$ cat config.mk
export PLATFORM = sky130hd
export DESIGN_NAME = jesd_frame_capture_flat
export DESIGN_NICKNAME = d
export VERILOG_FILES = /design/src/rtl/jesd_capture_pkg.sv /design/src/rtl/jesd_frame_capture_if.sv /design/src/rtl/jesd_capture_fifo.sv /design/src/rtl/jesd_frame_capture.sv /design/src/flat_wrapper.sv
export SDC_FILE = /design/constraint.sdc
export NUM_CORES = 2
export LEC_CHECK = 0
export CAP_MARGIN = 20
export CORE_MARGIN = 3
export CORE_UTILIZATION = 40
export CTS_CLUSTER_SIZE = 40
export DETAILED_ROUTE_END_ITERATION = 8
export HOLD_SLACK_MARGIN = 0.05
export SYNTH_ARGS = -nofsm -noshare
export SYNTH_HDL_FRONTEND = slang
export SYNTH_SLANG_ARGS = --single-unit
export TNS_END_PERCENT = 30
$ cat constraint.sdc
create_clock -name s_axis_aclk -period 37.7 [get_ports s_axis_aclk]
set_clock_uncertainty 0.1 [all_clocks]
set_input_delay 3.77 -clock s_axis_aclk [delete_from_list [all_inputs] [get_ports s_axis_aclk]]
set_output_delay 3.77 -clock s_axis_aclk [all_outputs]
set_load 0.02 [all_outputs]
$ cat src/rtl/jesd_capture_pkg.sv
// jesd_capture_pkg: shared trigger modes, FSM states and channel slicing for the frame capture block
package jesd_capture_pkg;
  localparam logic [1:0] TRIG_IMMEDIATE = 2'd0;
  localparam logic [1:0] TRIG_EXTERNAL  = 2'd1;
  localparam logic [1:0] TRIG_LEVEL     = 2'd2;
  typedef enum logic [1:0] {IDLE, ARMED, CAPTURE, DRAIN} state_t;
  function automatic int chan_offset(input int chan, input int sample_width);
    return chan * sample_width;
  endfunction
endpackage

$ cat src/rtl/jesd_frame_capture_if.sv
// jesd_frame_capture_if: flattened frame input stream and backpressured burst output stream
interface jesd_frame_capture_if #(
  parameter int DATA_WIDTH = 256
);
  logic [DATA_WIDTH-1:0] s_axis_tdata;
  logic                  s_axis_tvalid;
  logic [DATA_WIDTH-1:0] m_axis_tdata;
  logic                  m_axis_tvalid;
  logic                  m_axis_tready;
  logic                  m_axis_tlast;
  modport slave (
    input  s_axis_tdata, s_axis_tvalid, m_axis_tready,
    output m_axis_tdata, m_axis_tvalid, m_axis_tlast
  );
  modport master (
    output s_axis_tdata, s_axis_tvalid, m_axis_tready,
    input  m_axis_tdata, m_axis_tvalid, m_axis_tlast
  );
endinterface

$ cat src/rtl/jesd_capture_fifo.sv
// jesd_capture_fifo: single-clock first-word-fall-through FIFO with registered count/full/empty
module jesd_capture_fifo #(
  parameter int WIDTH = 256,
  parameter int DEPTH = 16
) (
  input  logic                       clk,
  input  logic                       rst_n,
  input  logic                       i_wr_en,
  input  logic [WIDTH-1:0]           i_wr_data,
  input  logic                       i_rd_en,
  output logic [WIDTH-1:0]           o_rd_data,
  output logic [$clog2(DEPTH):0]     o_count,
  output logic                       o_full,
  output logic                       o_empty
);
  localparam int AW = $clog2(DEPTH);
  localparam int CW = AW + 1;
  logic [WIDTH-1:0] r_mem [DEPTH];
  logic [AW-1:0]    r_wr_ptr, r_rd_ptr;
  logic [CW-1:0]    r_count;
  logic             w_wr, w_rd;
  assign o_full    = r_count == CW'(DEPTH);
  assign o_empty   = r_count == '0;
  assign o_count   = r_count;
  assign o_rd_data = r_mem[r_rd_ptr];
  assign w_wr      = i_wr_en && !o_full;
  assign w_rd      = i_rd_en && !o_empty;
  always_ff @(posedge clk) begin
    if (!rst_n) begin
      r_wr_ptr <= '0;
      r_rd_ptr <= '0;
      r_count  <= '0;
    end else begin
      if (w_wr) r_wr_ptr <= r_wr_ptr + AW'(1);
      if (w_rd) r_rd_ptr <= r_rd_ptr + AW'(1);
      r_count <= r_count + CW'(w_wr) - CW'(w_rd);
    end
  end
  always_ff @(posedge clk) begin
    if (w_wr) r_mem[r_wr_ptr] <= i_wr_data;
  end
endmodule

$ cat src/rtl/jesd_frame_capture.sv
// jesd_frame_capture: arm/trigger burst capture of flattened JESD frames into a FIFO-backed AXI-Stream burst
module jesd_frame_capture
  import jesd_capture_pkg::*;
#(
  parameter int NUM_CHANNELS = 16,
  parameter int SAMPLE_WIDTH = 16,
  parameter int FIFO_DEPTH   = 16,
  parameter int LEN_WIDTH    = 16
) (
  input  logic                            s_axis_aclk,
  input  logic                            s_axis_aresetn,
  jesd_frame_capture_if.slave             axis,
  input  logic [LEN_WIDTH-1:0]            cfg_capture_len,
  input  logic [1:0]                      cfg_trig_mode,
  input  logic [$clog2(NUM_CHANNELS)-1:0] cfg_trig_chan,
  input  logic [SAMPLE_WIDTH-1:0]         cfg_trig_level,
  input  logic                            arm,
  input  logic                            abort,
  input  logic                            trig_in,
  output logic                            busy,
  output logic                            done,
  output logic                            overflow,
  output logic [LEN_WIDTH-1:0]            frames_written
);
  localparam int DATA_WIDTH = NUM_CHANNELS * SAMPLE_WIDTH;
  localparam int CW = $clog2(FIFO_DEPTH) + 1;
  state_t                            r_state, w_next;
  logic [LEN_WIDTH-1:0]              r_len, r_frames;
  logic [1:0]                        r_mode;
  logic [$clog2(NUM_CHANNELS)-1:0]   r_chan;
  logic signed [SAMPLE_WIDTH-1:0]    r_level, r_prev, w_sample;
  logic                              r_prev_vld, r_pend, r_overflow;
  logic                              w_wr, w_ovf, w_pop, w_full, w_empty, w_last, w_trig, w_cross;
  logic [CW-1:0]                     w_count;
  assign w_sample = axis.s_axis_tdata[chan_offset(int'(r_chan), SAMPLE_WIDTH) +: SAMPLE_WIDTH];
  assign w_cross  = r_prev_vld && r_prev < r_level && w_sample >= r_level;
  assign w_trig   = axis.s_axis_tvalid && (r_mode == TRIG_EXTERNAL ? (trig_in || r_pend) :
                                           r_mode == TRIG_LEVEL    ? w_cross : 1'b1);
  assign w_pop    = !w_empty && axis.m_axis_tready;
  assign w_last   = r_state == DRAIN && w_count == CW'(1);
  assign axis.m_axis_tvalid = !w_empty;
  assign axis.m_axis_tlast  = w_last;
  assign done           = w_pop && w_last;
  assign busy           = r_state != IDLE;
  assign overflow       = r_overflow;
  assign frames_written = r_frames;
  jesd_capture_fifo #(.WIDTH(DATA_WIDTH), .DEPTH(FIFO_DEPTH)) u_fifo (
    .clk       (s_axis_aclk),
    .rst_n     (s_axis_aresetn),
    .i_wr_en   (w_wr),
    .i_wr_data (axis.s_axis_tdata),
    .i_rd_en   (w_pop),
    .o_rd_data (axis.m_axis_tdata),
    .o_count   (w_count),
    .o_full    (w_full),
    .o_empty   (w_empty)
  );
  always_comb begin
    w_next = r_state;
    w_wr   = 1'b0;
    w_ovf  = 1'b0;
    case (r_state)
      IDLE: if (arm && !abort && cfg_capture_len != '0) w_next = ARMED;
      ARMED:
        if (abort) w_next = IDLE;
        else if (w_trig) begin
          w_wr   = 1'b1;
          w_next = r_len == LEN_WIDTH'(1) ? DRAIN : CAPTURE;
        end
      CAPTURE:
        // an abort that empties the FIFO this cycle must not strand DRAIN without a tlast beat
        if (abort) w_next = (w_count == '0 || (w_count == CW'(1) && w_pop)) ? IDLE : DRAIN;
        else if (axis.s_axis_tvalid && w_full) begin
          w_ovf  = 1'b1;
          w_next = DRAIN;
        end else if (axis.s_axis_tvalid) begin
          w_wr   = 1'b1;
          w_next = r_frames + LEN_WIDTH'(1) == r_len ? DRAIN : CAPTURE;
        end
      DRAIN: if (done) w_next = IDLE;
      default: w_next = IDLE;
    endcase
  end
  always_ff @(posedge s_axis_aclk) begin
    if (!s_axis_aresetn) begin
      r_state    <= IDLE;
      r_len      <= '0;
      r_mode     <= TRIG_IMMEDIATE;
      r_chan     <= '0;
      r_level    <= '0;
      r_prev     <= '0;
      r_prev_vld <= 1'b0;
      r_pend     <= 1'b0;
      r_overflow <= 1'b0;
      r_frames   <= '0;
    end else begin
      r_state <= w_next;
      if (r_state == IDLE && w_next == ARMED) begin
        r_len      <= cfg_capture_len;
        r_mode     <= cfg_trig_mode;
        r_chan     <= cfg_trig_chan;
        r_level    <= cfg_trig_level;
        r_prev_vld <= 1'b0;
        r_pend     <= 1'b0;
        r_overflow <= 1'b0;
        r_frames   <= '0;
      end
      if (r_state == ARMED) begin
        if (trig_in) r_pend <= 1'b1;
        if (axis.s_axis_tvalid) begin
          r_prev     <= w_sample;
          r_prev_vld <= 1'b1;
        end
      end
      if (w_ovf) r_overflow <= 1'b1;
      if (w_wr && !(&r_frames)) r_frames <= r_frames + LEN_WIDTH'(1);
    end
  end
endmodule

$ cat src/flat_wrapper.sv
// flat-port wrapper written by rule: the top's interface ports become plain ports
module jesd_frame_capture_flat import jesd_capture_pkg::*;
#(
  parameter int NUM_CHANNELS = 16,
  parameter int SAMPLE_WIDTH = 16,
  parameter int FIFO_DEPTH   = 16,
  parameter int LEN_WIDTH    = 16
)
  (s_axis_aclk, s_axis_aresetn, cfg_capture_len, cfg_trig_mode, cfg_trig_chan, cfg_trig_level, arm, abort, trig_in, busy, done, overflow, frames_written, axis_s_axis_tdata, axis_s_axis_tvalid, axis_m_axis_tready, axis_m_axis_tdata, axis_m_axis_tvalid, axis_m_axis_tlast);
  jesd_frame_capture_if axis_i ();
  input  logic s_axis_aclk;
  input  logic s_axis_aresetn;
  input  logic [LEN_WIDTH-1:0] cfg_capture_len;
  input  logic [1:0] cfg_trig_mode;
  input  logic [$clog2(NUM_CHANNELS)-1:0] cfg_trig_chan;
  input  logic [SAMPLE_WIDTH-1:0] cfg_trig_level;
  input  logic arm;
  input  logic abort;
  input  logic trig_in;
  output logic busy;
  output logic done;
  output logic overflow;
  output logic [LEN_WIDTH-1:0] frames_written;
  input wire logic [$bits(axis_i.s_axis_tdata)-1:0] axis_s_axis_tdata;
  input wire logic [$bits(axis_i.s_axis_tvalid)-1:0] axis_s_axis_tvalid;
  input wire logic [$bits(axis_i.m_axis_tready)-1:0] axis_m_axis_tready;
  output wire logic [$bits(axis_i.m_axis_tdata)-1:0] axis_m_axis_tdata;
  output wire logic [$bits(axis_i.m_axis_tvalid)-1:0] axis_m_axis_tvalid;
  output wire logic [$bits(axis_i.m_axis_tlast)-1:0] axis_m_axis_tlast;
  assign axis_i.s_axis_tdata = axis_s_axis_tdata;
  assign axis_i.s_axis_tvalid = axis_s_axis_tvalid;
  assign axis_i.m_axis_tready = axis_m_axis_tready;
  assign axis_m_axis_tdata = axis_i.m_axis_tdata;
  assign axis_m_axis_tvalid = axis_i.m_axis_tvalid;
  assign axis_m_axis_tlast = axis_i.m_axis_tlast;
  jesd_frame_capture #(.NUM_CHANNELS(NUM_CHANNELS), .SAMPLE_WIDTH(SAMPLE_WIDTH), .FIFO_DEPTH(FIFO_DEPTH), .LEN_WIDTH(LEN_WIDTH)) u_core (.s_axis_aclk(s_axis_aclk), .s_axis_aresetn(s_axis_aresetn), .axis(axis_i), .cfg_capture_len(cfg_capture_len), .cfg_trig_mode(cfg_trig_mode), .cfg_trig_chan(cfg_trig_chan), .cfg_trig_level(cfg_trig_level), .arm(arm), .abort(abort), .trig_in(trig_in), .busy(busy), .done(done), .overflow(overflow), .frames_written(frames_written));
endmodule
# Yosys cells after proc, flatten, opt, wreduce, memory -nomap -nowiden
# Memory sizes are Yosys's and may differ from the RTL's. A register that Yosys moved wholly into a read port is not among the register bits.
# Cells that the tools add are included.
# totals
regBits	88
mem_bits_rw	4096
inputBits	301
out_inout_bits	277
elab_cells	96
memories	1
# memory_table
memory	depth	width	rd	rd_ports_with_merged_regs	wr	line	text
u_core.u_fifo.r_mem	16	256	1	1	1	jesd_capture_fifo.sv:18	logic [WIDTH-1:0] r_mem [DEPTH];
# op_classes
addsub	5
magnitude_cmp	2
n_eq_ne	10
shift	1
mux	36
n_reduce_logical	28
# op_table
cell	count
256-bit by 9-bit indexed part select with 16-bit output	1
16-bit 2-to-1 mux	2
1-bit 2-to-1 mux	22
16-bit by 1-bit adder with 16-bit output, second input constant	1
16-bit by 1-bit equality test with 1-bit output, second input constant	1
16-bit equality test	1
16-bit >= comparator	1
16-bit less-than comparator	1
2-bit 2-to-1 mux	8
16-bit AND reduction	1
16-bit nonzero test	1
1-bit logical AND	14
4-bit by 1-bit adder with 4-bit output, second input constant	2
4-bit 2-to-1 mux	2
2-bit case mux with 4 select lines	1
2-bit by 1-bit equality test with 1-bit output, second input constant	3
2-bit equality test, second input constant	3
2-bit nonzero test	3
5-bit by 1-bit adder with 5-bit output	1
5-bit by 1-bit equality test with 1-bit output, second input constant	1
5-bit equality test, second input constant	1
5-bit logical NOT	1
5-bit by 1-bit subtractor with 5-bit output	1
1-bit logical NOT	4
4 further kinds	5

# Longest topological paths before layout
# depth
word_depth	14
mapped_depth	23
depth_no_buf	21

# By module
# From an unflattened synthesis, not the netlist that was laid out.
# unflattened
hier_cells	7069
area_unflattened_um2	159980.9
# modules_own_cells
mod	instances	cells_each	area_per_inst_um2	seq_area_each_um2
jesd_capture_fifo	1	6405	153800.0	123338.3
jesd_frame_capture	1	664	6180.9	1501.4

# Least setup slack after synthesis
# No wires, ideal clock.
# synth_timing
kind	in2reg
startpoint	input port axis_s_axis_tdata[255]
endpoint	memory u_core.u_fifo.r_mem[11][0], enable pin
setup_time_ps	1239
arrival_time_ps	24917
required_time_ps	36361
path_slack_ps	11444
path_stages	11
n_path_buf	0
cell_sequence	mux4_2 > mux4_2 > ha_1 > and4_1 > and3_1 > o2111ai_1 > nand4_1 > o221ai_1 > a21oi_1 > o211ai_1 > nor3b_1
# synth_via
elab_chain_len	12
# synth_rtl
element	line	text
from (decl)	flat_wrapper.sv:24	input wire logic [$bits(axis_i.s_axis_tdata)-1:0] axis_s_axis_tdata;
256-bit by 9-bit indexed part select with 16-bit output	jesd_frame_capture.sv:35	assign w_sample = axis.s_axis_tdata[chan_offset(int'(r_chan), SAMPLE_WIDTH) +: SAMPLE_WIDTH];
via u_core.w_sample[15]	jesd_frame_capture.sv:31	logic signed [SAMPLE_WIDTH-1:0] r_level, r_prev, w_sample;
16-bit >= comparator	jesd_frame_capture.sv:36	assign w_cross = r_prev_vld && r_prev < r_level && w_sample >= r_level;
1-bit logical AND	jesd_frame_capture.sv:36	
1-bit 2-to-1 mux	jesd_frame_capture.sv:38	r_mode == TRIG_LEVEL ? w_cross : 1'b1);
1-bit 2-to-1 mux	jesd_frame_capture.sv:37	assign w_trig = axis.s_axis_tvalid && (r_mode == TRIG_EXTERNAL ? (trig_in || r_pend) :
1-bit logical AND	jesd_frame_capture.sv:37	
1-bit 2-to-1 mux	jesd_frame_capture.sv:66	else if (w_trig) begin
1-bit 2-to-1 mux	jesd_frame_capture.sv:65	if (abort) w_next = IDLE;
1-bit case mux with 2 select lines	jesd_frame_capture.sv:62	case (r_state)
1-bit logical AND	jesd_capture_fifo.sv:26	assign w_wr = i_wr_en && !o_full;
1-bit 2-to-1 mux	jesd_capture_fifo.sv:40	if (w_wr) r_mem[r_wr_ptr] <= i_wr_data;
1-bit 2-to-1 mux (not written as such)	jesd_capture_fifo.sv:40	
to (decl)	jesd_capture_fifo.sv:18	
# The timed path passes the listed nets, and every way through them passes these cells.

# Final worst setup path
# layout_timing
startpoint	input port axis_s_axis_tdata[255]
endpoint	memory u_core.u_fifo.r_mem[5][185], enable pin
# Same word-level chain as after synthesis.

==> results.sh <==
export IMPL_globalRouteOverflowTotal=0
export IMPL_reg2reg_setup_slack_ps=28070
export IMPL_synth_mux_area_fraction_pct=19.0
export IMPL_layoutNonFillerInstCount=12974
export IMPL_slowest_delay_ps=840
export IMPL_startpoint_of_the_lowest_slack_register_to_register_path="u_core.r_chan[1]$_SDFFE_PN0P_"
export IMPL_io_pin_count=578
export IMPL_combPwrFrac_pct=20.9
export IMPL_yosys_cell_types_count=56
export IMPL_hold_path_endpoint="u_core.r_level[1]$_SDFFE_PN0P_"
export IMPL_top_count_cell_post_synth="edfxtp_1"
export IMPL_max_cap_violations=0
export IMPL_worstPathRequired_ps=38160
export IMPL_min_from="u_core.r_level[1]$_SDFFE_PN0P_"
export IMPL_worst_slew_pin_slew_ps=1150
export IMPL_sw_frac_of_total_pct=26.4
export IMPL_fmaxAchievable_mhz=89.2
export IMPL_chipHeight_um=639
export IMPL_largest_net_degree_at_the_start_of_global_routing=155
export IMPL_sum_of_routed_wire_length_over_all_layers_mm=445
export IMPL_synth_area_leader_cell="edfxtp_1"
export IMPL_nNetsFinal=7679
export IMPL_grt_first_pass_wirelength_mm=620
export IMPL_asyncSetResetFlopFracSynth_pct=0
export IMPL_drt_initial_drc_count=8441
export IMPL_area_delta_synth_final_pct=16.4
export IMPL_clock_power_share_pct=35.0
export IMPL_design_power_total_w=0.0118
export IMPL_post_synthesis_xor_xnor_area_fraction_pct=0.153
export IMPL_synthesis_yosys_warnings=0
export IMPL_final_critical_path_setup_slack_ps=26490
export IMPL_arrival_ps=11670
export IMPL_gr_max_usage_layer="met2"
export IMPL_postSynthNetCount=6863
export IMPL_hold_depth=2
export IMPL_power_frac_seq_pct=44.1
export IMPL_utilization_pct=47.0
export IMPL_r2r_end="u_core.u_fifo.r_mem[5][185]$_DFFE_PP_"
export IMPL_detail_route_wl_per_cell_um=34.3
export IMPL_initial_util_pct=40.3
export IMPL_first_global_vias=77419
export IMPL_hpwlAfterDp_mm=253
export IMPL_vias_per_cell=5.82
export IMPL_gp_congestion=0.855
export IMPL_synth_compound_gate_area_share_pct=0.827
export IMPL_post_route_min_period_ps=11210
export IMPL_total_iterations_of_the_first_detailed_routing_run=5
export IMPL_tritoncts_clock_tree="yes"
export IMPL_netlist_top_cells_area="edfxtp_1 (77%), mux4_2 (19%), dfxtp_1 (1.1%)"
export IMPL_placeableCoreArea_um2=397000
export IMPL_timing_hold_worst_class="flop to flop"
export IMPL_power_report_internal_total_w=0.00868
export IMPL_tritoncts_num_sinks=4188
export IMPL_critPathSlowestCell="buf_4"
export IMPL_synth_edff_count=4096
export IMPL_total_switching_power_w=0.00311
export IMPL_worst_r2r_path_depth=16
export IMPL_power_density_cell_area_nw_per_um2=63.2
export IMPL_clkLatencyLatePin_ps=980
export IMPL_cts_post_setup_buffers_inserted=0
export IMPL_synth_area_um2=160000
export IMPL_clock_input_transition_at_the_sequential_cells_of_the_worst_setup_and_hold_paths_ps=60
export IMPL_seq_area_um2=125000
export IMPL_run_status="finished, final reports clean"
export IMPL_grt_met3_usage_pct=4.02
export IMPL_postSynthCellCount=6514
export IMPL_cts_made_buffers=428
export IMPL_rsz0062_at_grt="no"
export IMPL_track_usage_pct=21.6
export IMPL_finalSetupViolCount=0
export IMPL_max_vdd_ir_drop_mv=0.0548
export IMPL_share_of_the_clock_period_used_by_the_worst_path_after_layout_pct=29.7
export IMPL_cts_repair_resized=0
export IMPL_critical_path_class="primary input to flop"
export IMPL_place_inst=12139
export IMPL_timing_max_transition_violations_final=0
export IMPL_sequential_element_share_of_the_synthesized_area_pct=77.9
export IMPL_top_fanout_value_on_the_critical_path=43
export IMPL_post_route_drc_count=0
export IMPL_die_area_um2=408000
export IMPL_overall_die_width_um=639
export IMPL_multi_input_comb_area_um2=34100
export IMPL_ys_seq_elements=4188
export IMPL_ctsRootBufferMaster="clkbuf_16"
export IMPL_placementRows=231
export IMPL_syn_area_per_cell_um2=24.6
export IMPL_post_route_cells_drive_above_1_share_pct=27.4
export IMPL_grt_met1_usage_pct=28.8
export IMPL_cp_cell_sequence="clkdlybuf4s50_1, mux4_2, mux4_2, ha_1, and4_1, and3_1, o2111ai_1, nand4_1, o221a_2, o2111ai_1, a21boi_0, and2_4, buf_4, buf_4, buf_4"
export IMPL_globalRouteMet2Util_pct=36.2
export IMPL_most_instantiated_cells_after_synthesis="edfxtp_1 (4096), mux4_2 (1339), clkbuf_1 (243), nand2_1 (140), a21oi_1 (97)"
export IMPL_synth_fa_ha_area_share_pct=0.379
export IMPL_cts_max_level=5
export IMPL_cts_hold_buffers=0
export IMPL_cts_max_path_buffers=4
export IMPL_worst_slew_margin_rel_pct=23.4
export IMPL_synth_top_area_share_pct=76.7
export IMPL_final_fill_count=32060
export IMPL_via_total_after_detailed_routing=75519
export IMPL_placement_setup_worst_slack_ps=25500
export IMPL_cell_leakage_power_nw=55.8
export IMPL_crit_path_start_kind="primary input"
export IMPL_timing_critical_path_mode_cell="buf_4"
export IMPL_type_of_element_capturing_the_critical_path="flop"
export IMPL_synth_top_family_by_area="multiplexers"
export IMPL_initial_antenna_violation_count=159
export IMPL_timing_hold_violations_final=0
export IMPL_yosys_most_used_dff="edfxtp_1"
export IMPL_remaining_antenna_violation_count_after_routing=0
export IMPL_totalNegativeSetupSlack_ps=0
export IMPL_synth_simple_area_share_pct=0.876
export IMPL_place_port_buffers=577
==> metal layers <==
| layer | vias to the layer above | part of all wire (%) | routed length, um |
|---|---|---|---|
| met5 | - | 0.10 | 446 |
| met3 | 716 | 7.3 | 32300 |
| met2 | 3166 | 50 | 224000 |
| li1 | 30054 | - | - |
| met1 | 41515 | 39 | 174000 |
| met4 | 68 | 3.2 | 14300 |
==> cell families (layout without fill, tap and decap cells) <==
kind of cell	count (synthesis)	after routing
AOI/OAI and AO/OA	206	206
xor gates and xnor gates	28	28
adders and majority gates	48	48
buffers and inverters	389	1555
DFF	4188	4188
muxes	1364	1364
other	0	52
and+or+nand+nor	291	291
==> worst max-delay path by stage <==
stage | depth (start not counted) | slack, ps | endpoint | start
finish | 15 | 26490 | u_core.u_fifo.r_mem[5][185]$_DFFE_PP_ | axis_s_axis_tdata[255]
global route | 15 | 26250 | u_core.u_fifo.r_mem[5][157]$_DFFE_PP_ | axis_s_axis_tdata[255]
CTS | 7 | 26200 | axis_m_axis_tdata[44] | flop
detailed placement | 14 | 25500 | u_core.u_fifo.r_mem[5][160]$_DFFE_PP_ | axis_s_axis_tdata[121]
global placement | 15 | 25650 | u_core.u_fifo.r_mem[5][168]$_DFFE_PP_ | axis_s_axis_tdata[255]
floorplan | 11 | 11440 | u_core.u_fifo.r_mem[11][0]$_DFFE_PP_ | axis_s_axis_tdata[255]
==> stage by stage <==
step	area, um2	hold slack [ps]
final	187000	359
after global routing	187000	377
after CTS	186000	359
after detailed placement	173000	351
after global placement	173000	347
after floorplan	160000	336
==> power by group through the flow <==
stage	Combinational (W)	Sequential (W)	Clock, W
2_1_floorplan	0.00158	0.00527	0
3_3_place_gp	0.00251	0.00530	0
3_5_place_dp	0.00252	0.00531	0
4_1_cts	0.00253	0.00521	0.00421
5_1_grt	0.00261	0.00521	0.00439
6_report	0.00246	0.00521	0.00413
==> cells in the final DEF, fill, tap and decap left out, types with 8 or more instances in the layout <==
master and instances:
o211ai_1 9, mux4_2 1339, nand3_1 16, xnor2_1 16
buf_4 131, inv_1 48, edfxtp_1 4096, buf_12 15
diode_2 52, clkdlybuf4s50_1 577, inv_6 10, a211oi_1 26
clkinv_1 100, clkinvlp_4 17, clkinv_16 10, ha_1 47
nand4_1 13, clkinv_2 66, nor2b_1 28, o221ai_1 12
and2_4 9, a21oi_1 97, clkbuf_1 91, nor4_1 11
clkbuf_16 432, nand2_1 140, bufinv_16 33, a211o_1 9
dfxtp_1 86, mux2i_1 25, nor2_1 29, xor2_1 12
a21o_1 8, o21ai_0 12
==> worst max-delay path, delay by kind of cell <==
family          cells  cell delay, ps
compound gates      4            1260
simple gates        4            1450
fa+ha+maj           1             370
buf+inv             4            3180
mux                 2            1370
==> final cells by class <==
| class | count | share of cell area, % |
|---|---|---|
| diodes | 52 | 0.0697 |
| clock buffers | 529 | 6.02 |
| clock inverters | 251 | 1.30 |
| inverters | 49 | 0.0986 |
| multi-input cells | 1937 | 18.3 |
| flip-flops and latches | 4188 | 66.9 |
| well taps | 5242 | 3.51 |
| repair buffers | 726 | 3.83 |
==> sequential cells by signal (all words and copies together) (netlist names), 4 cells and up, named ones only <==
register	count
u_core.u_fifo.r_rd_ptr	4
u_core.u_fifo.r_wr_ptr	4
u_core.u_fifo.r_mem	4096
u_core.r_chan	4
u_core.r_prev	16
u_core.u_fifo.o_count	5
u_core.r_len	16
u_core.r_level	16
u_core.frames_written	16
Note: power is estimated with default switching activity, not from simulation.
